File: src/rtl/rr_mux16_1.sv
// Round-robin 16-to-1 collector: arbitrates among 16 producer channels and
// captures the winner's word into a single-entry valid/ready output register.
module rr_mux16_1 #(
  parameter int unsigned WIDTH = 16
) (
  input  logic                  clk,
  input  logic                  reset,
  input  logic [15:0]           in_req,
  input  logic [16*WIDTH-1:0]   in_data,
  output logic [15:0]           in_ack,
  output logic [WIDTH-1:0]      out_data,
  output logic [3:0]            out_sel,
  output logic                  out_valid,
  input  logic                  out_ready,
  output logic [15:0]           out_count
);

  localparam int unsigned NCH  = 16;
  localparam int unsigned SELW = 4;
  localparam int unsigned CNTW = 16;

  typedef enum logic {
    EMPTY = 1'b0,
    FULL  = 1'b1
  } state_t;

  state_t            state;
  logic [SELW-1:0]   last;
  logic [SELW-1:0]   win;
  logic [SELW-1:0]   idx;
  logic              found;
  logic              load;
  logic [WIDTH-1:0]  win_data;

  assign out_valid = (state == FULL);

  // Search upward from last+1, wrapping; last itself is examined at the end.
  always_comb begin
    win   = last;
    idx   = last;
    found = 1'b0;
    for (int unsigned i = 1; i <= NCH; i++) begin
      idx = last + SELW'(i);
      if (!found && in_req[idx]) begin
        win   = idx;
        found = 1'b1;
      end
    end
  end

  assign load     = found & (~out_valid | out_ready) & ~reset;
  assign win_data = in_data[win*WIDTH +: WIDTH];

  always_comb begin
    in_ack = '0;
    if (load) in_ack[win] = 1'b1;
  end

  // Output register: a drain and a fresh load may share the same edge.
  always_ff @(posedge clk) begin
    if (reset) begin
      state     <= EMPTY;
      out_data  <= '0;
      out_sel   <= '0;
      out_count <= '0;
      last      <= SELW'(NCH - 1);
    end else begin
      if (out_valid && out_ready) out_count <= out_count + CNTW'(1);
      if (load) begin
        state    <= FULL;
        out_data <= win_data;
        out_sel  <= win;
        last     <= win;
      end else if (out_ready) begin
        state <= EMPTY;
      end
    end
  end

endmodule

File: config.mk
export PLATFORM = sky130hd
export DESIGN_NAME = rr_mux16_1
export DESIGN_NICKNAME = d
export VERILOG_FILES = /design/src/rtl/rr_mux16_1.sv
export SDC_FILE = /design/constraint.sdc
export NUM_CORES = 1
export LEC_CHECK = 0
export CAP_MARGIN = 30
export CORE_MARGIN = 4
export CORE_UTILIZATION = 25
export CTS_CLUSTER_DIAMETER = 30
export DETAILED_ROUTE_END_ITERATION = 10
export GPL_TIMING_DRIVEN = 0
export MAX_ROUTING_LAYER = met4
export SETUP_SLACK_MARGIN = 0.2
export SLEW_MARGIN = 10
export SYNTH_ARGS = -nofsm -noshare
export SYNTH_HDL_FRONTEND = slang
export SYNTH_SLANG_ARGS = --single-unit
File: constraint.sdc
create_clock -name clk -period 6.2 [get_ports clk]
set_clock_uncertainty 0.15 [all_clocks]
set_input_delay 1.24 -clock clk [delete_from_list [all_inputs] [get_ports clk]]
set_output_delay 1.24 -clock clk [all_outputs]
set_load 0.05 [all_outputs]
==> impl_metrics.json, run 1 <==
{
  "synth_seq_cells": 41,
  "critPathBufInv": 5,
  "synth_area_leaders": "mux4_2 19%, dfxtp_1 13%, mux2i_1 13%, a211oi_1 4.0%, a21boi_0 4.0%",
  "tightest_slew_ps": 883,
  "min_path_cells": 2,
  "rr_worst_depth": 22,
  "nets": 1387,
  "async_reset_ff_frac": 0,
  "synth_top_area_share": 0.195,
  "finalHoldViolations": 0,
  "cp_cell_sequence": "buf_8 -> mux4_2 -> mux4_2 -> a211oi_4 -> or3b_4 -> nor4b_4 -> or3_1 -> buf_6 -> nand2_8 -> buf_12 -> buf_12 -> nor2_4 -> nand2_4 -> nor2_4 -> buf_8",
  "cts_tree": "done",
  "rsz0062_at_grt": "true",
  "clkLatencyLatePin_ps": 290,
  "dr.pass1.iters": 4,
  "syn_to_final_growth_pct": 79.0,
  "die_area_um2": 28000,
  "setup.worst_path.end_class": "primary output",
  "num_io_pins": 328,
  "rrSetupSlack_ps": 720,
  "slowest_stage": "mux4_2",
  "final_common_cell": "clkdlybuf4s50_1",
  "drt-initial-drc-count": 519,
  "syn_avg_cell_area_um2": 8.95,
  "syn_area_um2": 6360,
  "relSlewSlack": 0.407,
  "fin_hold_ws_ps": 328,
  "place.gp.congestion": 0.951,
  "grt_use_total": 0.232,
  "syn_nets": 994,
  "yosysTopAreaCell": "mux4_2",
  "die_y_um": 167,
  "hold_class": "reg -> reg",
  "post_synth_num_cell_types": 76,
  "period_minus_slack_ps": 6040,
  "synth_top_flop_cell": "dfxtp_1",
  "ant_nets": 0,
  "drv_cap": 0,
  "rows": 58,
  "hold_path_end": "out_sel[3]$_SDFFE_PP0P_",
  "worstPathRequired_ps": 4810,
  "start_util": 0.253,
  "grt_max_degree": 15,
  "core-area_um2": 25100,
  "cts_made_buffers": 5,
  "critPathKind": "in -> out",
  "synthCells": 710,
  "setup_viol": 0,
  "slowest_delay_ps": 560,
  "fmax_mhz": 166,
  "period_share": 0.974,
  "final_cell_mix": "294 x clkdlybuf4s50_1, 75 x mux2i_1, 66 x buf_4",
  "hold_start": "out_sel[3]$_SDFFE_PP0P_",
  "path_delay_family": "simple AND/OR/NAND/NOR gates",
  "die_w_um": 167,
  "grt_pass1_wl_mm": 48.4,
  "vias": 7581,
  "cts.clk_slew.worst_paths_ps": 60,
  "htree_levels": 2,
  "clock-sinks": 41,
  "cts-hold-fix-buffers": 0,
  "outcome": "finished clean",
  "synth-edff-count": 0,
  "r2r_start": "last[0]$_SDFFE_PP1P_",
  "critPathLaunchType": "input port",
  "yosysWarnings": 0,
  "vias_per_cell": 5.28,
  "yosysSeqAreaShare": 0.129,
  "arrival_ps": 4650,
  "drc": 0,
  "critical_path.max_fanout": 5,
  "numPortBuffers": 326,
  "grt_pass1_vias": 7831,
  "drive_above_1_share": 0.259,
  "globalRouteOverflowTotal": 0,
  "wl_mm": 33.6,
  "slew_viol_final": 0,
  "r2r_end": "out_data[15]$_SDFFE_PP0P_",
  "dp_hpwl_mm": 27.8,
  "cts.path.max_buffers": 2,
  "wl_per_cell_um": 23.4,
  "cts-root-buf": "clkbuf_16",
  "antenna_found_initial": 3
}
[cell type report]
type                       instances  area, um^2
fill                            2507       13700
multi-input combinational        603        5720
timing repair buffer             386        3740
sequential                        41         826
buffer                            56         464
tap                              330         413
clock buffer                       5         125
clock inverter                     3        43.8
inverter                          10        43.8
antenna                            3        7.51
[flip-flops by register name, indices dropped and copies added, names as in the netlist]
register,cells
out_valid,1
out_sel,4
out_data,16
out_count,16
last,4
[per-layer routing]
metal / up-vias / GRT usage / routed length (um)
met3: 43 / 0.0366 / 1940
li1: 3577 / - / -
met1: 3673 / 0.254 / 12400
met5: - / - / 0
met2: 288 / 0.432 / 18300
met4: 0 / 0.0681 / 992
[Yosys cell counts (9+ instances only)]
cell type,n
mux2_2,13
nor3_1,9
o31ai_1,19
buf_2,13
nor2_1,59
a22o_1,16
o21ai_0,18
a21oi_1,29
xor2_1,12
a211o_1,16
or3_1,11
ha_1,9
nand2_1,63
dfxtp_1,41
mux4_2,55
a21boi_0,34
nand3_1,9
a211oi_1,34
clkbuf_1,31
mux2i_1,82
[through the flow]
step                      TNS, ps  cells  instance area [um^2]  utilization  setup WS, ps
after floorplan                 0    710                  6560            -           240
after global placement     -25700   1366                 10200        0.408         -1670
after detailed placement   -27120   1367                 10200        0.408         -1730
after CTS                       0   1413                 11100        0.440           113
after global routing            0   1437                 11400        0.453          40.9
final                           0   1437                 11400        0.453           163
[kinds of logic after synthesis]
kind of cell,share of synthesized area
compound gates,0.264
simple gates,0.150
mux,0.355
buf+inv,0.0498
flops,0.129
xor+xnor,0.0339
fa+ha+maj,0.0177
[tightest hold or removal path, cell delays in order (launching register included)]
cell and delay (ps):
dfxtp_1 320, nand2_1 50, a21oi_1 60
[worst max path at each step]
stage                               from          to  slack [ps]  cells after the start
global route        last[0]$_SDFFE_PP1P_   in_ack[1]          40                     23
detailed placement             in_req[2]   in_ack[0]       -1730                     13
finish                         in_req[9]   in_ack[1]         160                     15
floorplan           last[0]$_SDFFE_PP1P_   in_ack[4]         240                     19
CTS                            in_req[9]  in_ack[15]         110                     15
global placement               in_req[2]   in_ack[0]       -1670                     13
[repair_timing]
action                     4_1_cts  5_1_grt
gates resized for setup        274       34
setup buffers                   38       20
pin swaps                       22       27
cloned                           0        0
setup endpoints to repair       32       16
Power of run 1 is not shown: default switching activity piles up to over one toggle a cycle in this logic, so the estimate is an artifact.
==> run 2: changes to the inputs <==
--- a/config.mk
+++ b/config.mk
@@ -10,4 +10,5 @@
 export CORE_UTILIZATION = 25
 export CTS_CLUSTER_DIAMETER = 30
+export CTS_CLUSTER_SIZE = 40
 export DETAILED_ROUTE_END_ITERATION = 10
 export GPL_TIMING_DRIVEN = 0
--- a/constraint.sdc
+++ b/constraint.sdc
@@ -3,3 +3,3 @@
 set_input_delay 1.24 -clock clk [delete_from_list [all_inputs] [get_ports clk]]
 set_output_delay 1.24 -clock clk [all_outputs]
-set_load 0.05 [all_outputs]
+set_load 0.1 [all_outputs]
==> run 2 against run 1 <==
  * Routed wire length up 1.0%
  * Register-to-register slack worse by 120 ps
  * Critical endpoint is now in_ack[8]
  * Cell area up 4.4%
  * First-iteration DRC count down 0.19%
  * Maximum frequency down 1.3%
  * Clock-buffer cell count unchanged
  * Critical path depth down 2
  * Critical path type unchanged
  * Utilization up 2.0 points
==> impl_metrics.json, run 2 (synthesis gave the netlist of run 1 again) <==
{
  "cp_cell_sequence": "buf_8 -> mux4_2 -> mux4_2 -> a211oi_4 -> or3b_4 -> buf_12 -> or3_4 -> o31a_1 -> buf_4 -> o221a_4 -> nand2_4 -> nor2_4 -> buf_8",
  "relSlewSlack": 0.308,
  "path_delay_family": "multiplexers",
  "critPathLaunchType": "input port",
  "wl_mm": 33.9,
  "die_w_um": 167,
  "reg.largest.list": "out_count (16), out_data (16)",
  "drc": 0,
  "critPathKind": "in -> out",
  "tightest_slew_ps": 1030,
  "cts.path.max_buffers": 2,
  "rows": 58,
  "fin_cells": 1449,
  "hold_class": "reg -> reg",
  "place.gp.congestion": 0.948,
  "antenna_found_initial": 4,
  "grt_max_degree": 15,
  "grt_pass1_wl_mm": 48.9,
  "cts-root-buf": "clkbuf_16",
  "nets": 1398,
  "globalRouteOverflowTotal": 0,
  "dp_hpwl_mm": 28.0,
  "rsz0062_at_grt": "true",
  "syn_to_final_growth_pct": 86.9,
  "final_area_um2": 11900,
  "placed_cell_area_um2": 10600,
  "clock-sinks": 41,
  "final_common_cell": "clkdlybuf4s50_1",
  "critical_path.max_fanout": 5,
  "fill_cells": 2449,
  "num_io_pins": 328,
  "drive_above_1_share": 0.265,
  "drv_cap": 0,
  "period_minus_slack_ps": 6110,
  "slew_viol_final": 0,
  "start_util": 0.253,
  "cts_tree": "done",
  "final_cell_mix": "294 x clkdlybuf4s50_1, 74 x mux2i_1, 65 x buf_4",
  "fmax_mhz": 164,
  "worstPathRequired_ps": 4810,
  "critPathBufInv": 4,
  "grt_use_total": 0.234,
  "arrival_ps": 4720,
  "ant_nets": 0,
  "die_y_um": 167,
  "setup.worst_path.end_class": "primary output",
  "outcome": "finished clean",
  "vias": 7697,
  "period_share": 0.986,
  "place_inst": 1378,
  "fin_hold_ws_ps": 305,
  "drt-initial-drc-count": 518,
  "wl_per_cell_um": 23.4,
  "core-area_um2": 25100,
  "dr.pass1.iters": 5,
  "htree_levels": 2,
  "numPortBuffers": 326,
  "die_area_um2": 28000,
  "cts.clk_slew.worst_paths_ps": 60,
  "grt_pass1_vias": 7869,
  "vias_per_cell": 5.31,
  "slowest_delay_ps": 570,
  "setup_viol": 0,
  "cts_made_buffers": 5,
  "clkLatencyLatePin_ps": 290,
  "finalHoldViolations": 0,
  "slowest_stage": "mux4_2"
}
## run 2: area by class of cell
cell class | instances | area [um^2] | share of cell area
repair buffers | 397 | 4170 | 0.351
flip-flops and latches | 41 | 826 | 0.0695
diodes | 4 | 10.0 | 0.000842
well taps | 330 | 413 | 0.0347
inverters | 10 | 46.3 | 0.00390
clock buffers | 5 | 125 | 0.0105
clock inverters | 3 | 68.8 | 0.00579
plain buffers | 56 | 469 | 0.0395
multi-input cells | 603 | 5760 | 0.485
## run 2: final timing paths
kind / slack (ps) / cells past startpoint / startpoint / to
setup / recovery: 90 / 13 / in_req[9] / in_ack[8]
hold / removal: 310 / 2 / out_sel[3]$_SDFFE_PP0P_ / out_sel[3]$_SDFFE_PP0P_
setup reg to reg: 600 / 24 / last[0]$_SDFFE_PP1P_ / out_data[9]$_SDFFE_PP0P_
hold reg to reg: 310 / 2 / out_sel[3]$_SDFFE_PP0P_ / out_sel[3]$_SDFFE_PP0P_
## run 2: repair_timing
item,CTS,global route
resized for setup,288,39
setup endpoints to repair,21,16
pin swaps,30,25
setup buffers,44,15
hold buffers,0,0
## run 2: worst register-to-register path, cell delays in order (launching register included)
cell	delay, ps
dfxtp_2	340
buf_6	120
buf_12	100
buf_8	100
inv_4	30
clkbuf_16	130
ha_4	260
buf_8	130
clkbuf_16	130
mux4_2	370
mux2i_4	230
mux2i_4	180
a21o_1	230
or3b_4	440
buf_12	150
or3_4	330
o31a_1	290
o221ai_4	280
buf_4	160
buf_4	90
buf_4	170
buf_4	240
mux4_2	330
a22o_1	260
a211o_1	270
## run 2: metrics by stage
stage,TNS (ps),util,setup WS (ps)
CTS,0,0.462,48.0
floorplan,0,-,150
finish,0,0.473,85.7
global placement,-26480,0.410,-1730
detailed placement,-26480,0.422,-1750
global route,0,0.473,42.3
## run 2: per-layer routing
metal	up-vias	routed length (um)	track usage	share of wire
met1	3737	12700	0.255	0.37
met5	-	0	-	0
met3	39	1940	0.0378	0.057
met4	0	663	0.0554	0.020
met2	316	18700	0.443	0.55
li1	3605	-	-	-
Power of run 2 is left out for the same reason.
==> run 3: changes to the inputs <==
- SKIP_LAST_GASP: default -> 1
==> results of run 3 <==
Final layout, timing and power as in run 2 (identical DEF).
Power of run 3 is left out for the same reason.
